**src/rtl/mult_arbiter.sv**
```systemverilog
// Two-requester front end for a shared signed array multiplier: arbitrate, register operands, hold the product.
// Optional MULT_ARB_RR_EN selects round-robin arbitration; fixed priority (requester 0) otherwise.

module array_mult #(
    parameter int SIZE = 8
) (
    input  logic [SIZE-1:0]   a,
    input  logic [SIZE-1:0]   b,
    output logic [2*SIZE-1:0] p
);

    logic signed [2*SIZE-1:0] a_ext;
    logic signed [2*SIZE-1:0] acc;

    // Shift-add rows; the sign bit of b carries negative weight.
    always_comb begin
        a_ext = signed'({{SIZE{a[SIZE-1]}}, a});
        acc   = '0;
        for (int i = 0; i < SIZE - 1; i++) begin
            if (b[i]) begin
                acc = acc + (a_ext <<< i);
            end
        end
        if (b[SIZE-1]) begin
            acc = acc - (a_ext <<< (SIZE - 1));
        end
        p = acc;
    end

endmodule

module mult_arbiter #(
    parameter int SIZE = 8
) (
    input  logic                clk,
    input  logic                rst_n,
    input  logic                req0_valid,
    input  logic [SIZE-1:0]     req0_a,
    input  logic [SIZE-1:0]     req0_b,
    output logic                req0_ready,
    input  logic                req1_valid,
    input  logic [SIZE-1:0]     req1_a,
    input  logic [SIZE-1:0]     req1_b,
    output logic                req1_ready,
    output logic                rsp_valid,
    input  logic                rsp_ready,
    output logic [2*SIZE-1:0]   rsp_p,
    output logic                rsp_id,
    output logic                busy
);

    typedef enum logic [1:0] {
        IDLE = 2'd0,
        MULT = 2'd1,
        RESP = 2'd2
    } state_t;

    state_t                   state;
    state_t                   state_nxt;
    logic signed [SIZE-1:0]   op_a_p0;
    logic signed [SIZE-1:0]   op_b_p0;
    logic                     id_p0;
    logic                     last_grant;
    logic                     prio0;
    logic                     grant0;
    logic                     grant1;
    logic                     accept;
    logic [2*SIZE-1:0]        mult_p;

`ifdef MULT_ARB_RR_EN
    assign prio0 = last_grant;
`else
    // Pointer is still tracked, but fixed priority always favours requester 0.
    assign prio0 = last_grant | 1'b1;
`endif

    assign grant0     = req0_valid & (~req1_valid | prio0);
    assign grant1     = req1_valid & ~grant0;
    assign req0_ready = rst_n & (state == IDLE) & grant0;
    assign req1_ready = rst_n & (state == IDLE) & grant1;
    assign accept     = (req0_valid & req0_ready) | (req1_valid & req1_ready);

    array_mult #(.SIZE(SIZE)) u_mult (
        .a (op_a_p0),
        .b (op_b_p0),
        .p (mult_p)
    );

    always_comb begin
        state_nxt = state;
        case (state)
            IDLE:    if (accept) state_nxt = MULT;
            MULT:    state_nxt = RESP;
            RESP:    if (rsp_ready) state_nxt = IDLE;
            default: state_nxt = IDLE;
        endcase
    end

    always_ff @(posedge clk) begin
        if (!rst_n) begin
            state      <= IDLE;
            busy       <= 1'b0;
            rsp_valid  <= 1'b0;
            rsp_p      <= '0;
            rsp_id     <= 1'b0;
            op_a_p0    <= '0;
            op_b_p0    <= '0;
            id_p0      <= 1'b0;
            last_grant <= 1'b1;
        end else begin
            state <= state_nxt;
            busy  <= (state_nxt != IDLE);
            // p0: winner's operands captured at accept
            if (accept) begin
                op_a_p0    <= grant1 ? signed'(req1_a) : signed'(req0_a);
                op_b_p0    <= grant1 ? signed'(req1_b) : signed'(req0_b);
                id_p0      <= grant1;
                last_grant <= grant1;
            end
            // p1: settled product captured into the held response
            if (state == MULT) begin
                rsp_p     <= mult_p;
                rsp_id    <= id_p0;
                rsp_valid <= 1'b1;
            end else if (state == RESP && rsp_ready) begin
                rsp_valid <= 1'b0;
            end
        end
    end

endmodule

```
**config.mk**
```make
export PLATFORM = sky130hd
export DESIGN_NAME = mult_arbiter
export DESIGN_NICKNAME = d
export VERILOG_FILES = /design/src/rtl/mult_arbiter.sv
export SDC_FILE = /design/constraint.sdc
export NUM_CORES = 1
export LEC_CHECK = 0
export ABC_CLOCK_PERIOD_IN_PS = 16100
export BUFFER_PORTS_ARGS = -buffer_cell sky130_fd_sc_hd__buf_2
export CAP_MARGIN = 20
export CORE_UTILIZATION = 45
export DETAILED_ROUTE_END_ITERATION = 10
export HOLD_SLACK_MARGIN = 0.08
export PLACE_DENSITY_LB_ADDON = 0.1
export SLEW_MARGIN = 20
export SYNTH_ARGS = -nofsm -noshare
export SYNTH_HDL_FRONTEND = slang
export SYNTH_SLANG_ARGS = --single-unit
```
**constraint.sdc**
```tcl
create_clock -name clk -period 16.1 [get_ports clk]
set_input_delay 1.61 -clock clk [delete_from_list [all_inputs] [get_ports clk]]
set_output_delay 1.61 -clock clk [all_outputs]
set_load 0.01 [all_outputs]
```
# After elaboration in Yosys (flattened, before gate mapping)
# Index checks and enable logic that the tools add are counted.
# word_totals
mem_bits_rw,0
n_memories,0
latch_bits,0
register_bits,38
mem_bits_ro,0
elab_cells,44
# op_classes
n_mul,0
n_mux,15
n_bitwise,8
shift,0
n_addsub,7
magnitude_cmp,0
n_eq_ne,2
n_reduce_logical,4
div,0
# ops
operator,n
$mux 16,8
$add 16x10->16,1
$add 16x11->16,1
$add 16x12->16,1
$add 16x13->16,1
$add 16x14->16,1
$add 16x9->16,1
$mux 8,2
$sub 16x15->16,1
$and 1x1->1,6
$pmux 2 s3,1
$mux 2,2
$reduce_bool 2->1,2
$eq 2x1->1 const B,1
$eq 2x2->1 const B,1
$logic_not 2->1,1
$mux 1,2
$logic_and 1x1->1,1
$not 1->1,1
$or 1x1->1,1

# Logic depth before layout (Yosys ltp)
# depth
ltp_word,15
mapped_depth,55
depth_no_buf,54

# Cells and area by module
# From an unflattened synthesis, not the netlist that was laid out.
# hier_totals
hier_cells,768
hier_area_um2,5728.0
# modules_own_cells
mod,cells_per_inst,area_per_inst_um2,instances,seq_area_each_um2
array_mult,596,4155.2,1,0.0
mult_arbiter,172,1572.8,1,760.7

# Worst setup path after synthesis
# No wires, ideal clock.
# synth_timing
path_type,register to register
start,register op_b_p0[0]
end,register rsp_p[15]
n_path_buf,1
setup_slack_ns,6.763
stages_incl_launch_ff,49
setup_time_ns,0.131
t_arrival_ns,9.206
synth_period_minus_slack_ns,9.337
cell_sequence,dfxtp_1 -> clkbuf_1 -> and2_1 -> ha_1 -> fa_1 -> nand2_1 -> o21ai_0 -> ha_1 -> fa_1 -> a21o_1 -> a21o_1 -> a21oi_1 -> o21bai_1 -> xor2_1 -> mux2i_1 -> inv_1 -> ha_1 -> o21a_1 -> [13 not listed] -> a21oi_1 -> a31oi_1 -> xor2_1 -> mux2_2 -> ha_1 -> a21o_1 -> a31oi_1 -> xor2_1 -> nor2_1 -> a21o_1 -> ha_1 -> a21oi_1 -> a21oi_1 -> nand2_1 -> a32o_1 -> a221oi_1 -> xnor2_1 -> a21oi_1
# synth_between
elab_chain_len,15
# synth_lines
element,line,source
from (decl),61,logic signed [SIZE-1:0] op_b_p0;
from (signal assigned),116,op_b_p0 <= grant1 ? signed'(req1_b) : signed'(req0_b);
$mux 16 *,20,if (b[i]) begin
$add 16x9->16,21,acc = acc + (a_ext <<< i);
$mux 16 *,20,
$add 16x10->16,21,
$mux 16 *,20,
$add 16x11->16,21,
$mux 16 *,20,
$add 16x12->16,21,
$mux 16 *,20,
$add 16x13->16,21,
$mux 16 *,20,
$add 16x14->16,21,
$mux 16 *,20,
$sub 16x15->16,25,acc = acc - (a_ext <<< (SIZE - 1));
$mux 16 *,24,if (b[SIZE-1]) begin
to (signal assigned),122,rsp_p <= mult_p;
to (decl),47,"output logic [2*SIZE-1:0] rsp_p,"
# Mark *: on every way between the ends. The rest lies on a longest branch, timed or not.
# A chain may end at the register's enable or synchronous reset.

# Final worst setup path
# layout_timing
start,register op_a_p0[1]
end,register rsp_p[15]
# layout_between
elab_chain_len,15
# layout_lines
element,line,source
from (decl),60,logic signed [SIZE-1:0] op_a_p0;
from (signal assigned),115,op_a_p0 <= grant1 ? signed'(req1_a) : signed'(req0_a);
$mux 16,20,
$add 16x9->16,21,
$mux 16,20,
$add 16x10->16,21,
$mux 16,20,
$add 16x11->16,21,
$mux 16,20,
$add 16x12->16,21,
$mux 16,20,
$add 16x13->16,21,
$mux 16,20,
$add 16x14->16,21,
$mux 16,20,
$sub 16x15->16,25,
$mux 16 *,24,
# Marks and branches as above.

==> run_results.csv <==
group,metric,value,unit
outcome,outcome,"finished, final reports clean",
setup_path,cp.required,16.27,ns
synthesis,synth-simple-area-share,0.1663,
worst_hold_path,hold_path_class,"reg -> reg",
placed_design,place_congestion,0.8845,
routing,via_count,5454,
routing,totalWireLength,15610,µm
sta,rsz0062_at_grt,"no",
setup_path,worst-setup-path-type,"reg -> reg",
synthesis,synth_async_sr_flop_share,0,
synthesis,muxShareOfSynthArea,0.06784,
layout,area_growth,9.819,%
synthesis,synth_top_family_by_area,"compound AO/OA/AOI/OAI gates",
global_routing,grt_antenna_before_repair,0,
clock_network,post-cts-setup-buffers,0,
run,drv_cap,0,
clock_network,post_cts_resized,0,
floorplanning,die_area,0.01291,mm²
layout,instances_no_fill,943,
synthesis,synth_xor_area_frac,0.08436,
setup_path,slowest_delay,0.65,ns
floorplanning,core_area,0.01206,mm²
synthesis,synth_enable_flop_cells,0,
global_routing,grt_pass1_vias,5212,
synthesis,yosysWarnings,0,
clock_network,cts_made_buffers,5,
placed_design,dp_hpwl,12400,µm
sta,finalClockSkew,0.006856,ns
clock_network,path_clk_slew,0.06,ns
setup_path,worstPathMaxFanout,11,
synthesis,synth_top_area_share,0.1562,
floorplanning,rows,40,
clock_network,ctsRootBufferMaster,"clkbuf_16",
clock_network,clk_path_buf_depth,2,
floorplanning,die_x,113.6,µm
global_routing,grt-ovfl-total,0,
synthesis,syn_inst,735,
clock_network,cts_tree,"done",
synthesis,synthesis.nets,849,
sta,slew_viol_final,0,
setup_path,cp_common_cell,"a21oi_1",
global_routing,grt_max_degree,35,
sta,setup_tns,0,ns
clock_network,h-tree-depth,2,
global_routing,grt_util_all_layers,0.2537,
pwr,leakagePower,2.955,nW
setup_path,cp_data_arrival_time,11.13,ns
routing,firstDrtPassIters,5,
sta,worst_pin_slew,1.006,ns
sta,setup_viol,0,
sta,fin_crit,10.96,ns
placed_design,dp_slack,5.167,ns
layout,antenna_cells,0,
synthesis,ys_ff_latch,38,
synthesis,synthAdderAreaFrac,0.1812,
routing,avgRoutedWirePerCell,16.55,µm
clock_network,clkSinkCount,38,
synthesis,synthDistinctLibCells,75,
sta,layout_worst_path_cycle_share,0.6809,
sta,hold_viol_final,0,
synthesis,seq_area_frac_synth,0.1357,
setup_path,critPathSlowestCell,"dfxtp_1",
routing,drc_errors,0,
floorplanning,die_h,113.6,µm
pwr,power,0.5418,mW
clock_network,postCtsHoldBufs,0,
sta,finalWorstSetupSlack,5.138,ns
layout,fin_nets,888,
floorplanning,top_level_ports,58,
synthesis,synth-compound-area-share,0.3086,
setup_path,critPathCaptureType,"flip-flop",
layout,drive_gt1_frac,0.1265,
pwr,p_per_area,87.99,mW/mm²
layout,ff_latch_area,760.7,µm²
layout,multi_input_area,0.004536,mm²
global_routing,grt_pass1_wl,26480,µm
routing,drtIter0Drc,300,
synthesis,synth_top_flop_cell,"dfxtp_1",
placed_design,dp_cells,935,
sta,fmax,91.22,MHz
pwr,vdd_drop_max,0.08096,mV
sta,timing.hold.ws,0.4582,ns
sta,relSlewSlack,0.3280,
floorplanning,initial_core_util,0.4648,
synthesis,syn_area,0.005607,mm²
routing,drtAntennaViolNets,0,
clock_network,insertion_delay,0.28,ns
layout,nFillCells,1196,
placed_design,io_buffers,57,
setup_path,start_kind,"flip-flop",
synthesis,syn_avg_cell_area,7.628,µm²
synthesis,synthTopCellsByArea,"ha_1, dfxtp_1, xnor2_1, a21oi_1, nor2_1",
synthesis,synth_top_area_cell,"ha_1",
routing,avgViaCountPerCell,5.784,
==> metrics by stage <==
stage / area [µm²] / util
finish: 6157 / 0.5105
CTS: 6157 / 0.5105
floorplan: 5607 / -
global route: 6157 / 0.5105
global placement: 6008 / 0.4981
detailed placement: 6010 / 0.4982
==> flip-flops by register name, indices dropped and copies added, names as in the netlist <==
name and count:
busy 1, id_p0 1, op_a_p0 8, op_b_p0 8, rsp_id 1, rsp_p 16
rsp_valid 1, state 2
==> cell families (layout without fill, tap and decap cells) <==
kind of cell | Yosys count | in the layout
buf+inv | 79 | 119
compound gates | 252 | 252
flops | 38 | 38
simple gates | 199 | 199
mux | 36 | 36
fa+ha+maj | 77 | 77
xor+xnor | 54 | 54
==> synthesized netlist by cell type, types with 3 or more instances <==
cell,instances
a211o_1,3
a211oi_1,26
a21o_1,29
a21oi_1,50
a221o_1,3
a221oi_1,3
a31o_1,4
a31oi_1,8
a32oi_1,4
and3_1,4
clkbuf_1,23
dfxtp_1,38
fa_1,7
ha_1,70
inv_1,46
inv_2,3
mux2_2,12
mux2i_1,23
nand2_1,55
nand2b_1,9
nand3_1,12
nand3b_1,4
nor2_1,65
nor2b_1,8
nor3_1,17
o211ai_1,7
o21a_1,8
o21ai_0,39
o21ai_1,14
o21bai_1,6
o221ai_1,5
o31a_1,3
o31ai_1,10
or2_2,5
or3_1,6
xnor2_1,34
xor2_1,20
==> power by group <==
group | switching, mW | internal, mW
Combinational | 0.180 | 0.138
Sequential | 0.0197 | 0.104
Clock | 0.0392 | 0.0615
Total | 0.239 | 0.303
==> area by class of cell <==
cell class | instances | share of cell area
well taps | 168 | 0.03414
flip-flops and latches | 38 | 0.1236
multi-input cells | 618 | 0.7366
clock buffers | 7 | 0.02317
clock inverters | 1 | 0.0008128
inverters | 50 | 0.03048
repair buffers | 61 | 0.05121
==> critical path: cells and delay by family (launching register included) <==
family	cells	cell delay, ns
buf+inv	1	0.09
flops	1	0.65
compound gates	21	4.28
xor+xnor	6	1.05
mux	2	0.66
fa+ha+maj	9	3.11
simple gates	8	0.99
==> layout by cell type, fill, tap and decap left out, types with 4 or more instances in the layout <==
master,netlist,final
clkbuf_16,0,5
o211ai_1,7,7
a32oi_1,4,4
a21o_1,29,29
xor2_1,20,20
fa_1,7,7
buf_4,0,4
nor2_1,65,65
mux2i_1,23,23
dfxtp_1,38,38
o31ai_1,10,10
nand3b_1,4,4
xnor2_1,34,34
nand3_1,12,12
a211oi_1,26,26
o21ai_1,14,14
or3_1,6,6
nand2_1,55,55
and3_1,4,4
o21ai_0,39,39
nand2b_1,9,9
or2_2,5,5
o21bai_1,6,6
inv_1,46,46
o21a_1,8,8
mux2_2,12,12
a21oi_1,50,50
nor3_1,17,17
a31o_1,4,4
o221ai_1,5,5
buf_2,2,57
a31oi_1,8,8
ha_1,70,70
nor2b_1,8,7
==> layer usage <==
layer | up-vias | routed length (µm) | global-route usage
met3 | 21 | 727 | 0.02444
li1 | 2806 | - | -
met4 | 0 | 325 | 0.06579
met1 | 2473 | 7681 | 0.3593
met5 | - | 0 | 0
met2 | 154 | 6872 | 0.4114
==> final timing paths <==
kind	start	end	slack, ns	cells past startpoint
worst max register to register	op_a_p0[1]$_SDFFE_PN0N_	rsp_p[15]$_SDFFE_PN0P_	5.14	47
worst min-delay path	rsp_p[0]$_SDFFE_PN0P_	rsp_p[0]$_SDFFE_PN0P_	0.46	2
worst min register to register	rsp_p[0]$_SDFFE_PN0P_	rsp_p[0]$_SDFFE_PN0P_	0.46	2
worst max-delay path	op_a_p0[1]$_SDFFE_PN0N_	rsp_p[15]$_SDFFE_PN0P_	5.14	47
Note: power is estimated with default switching activity, not from simulation.
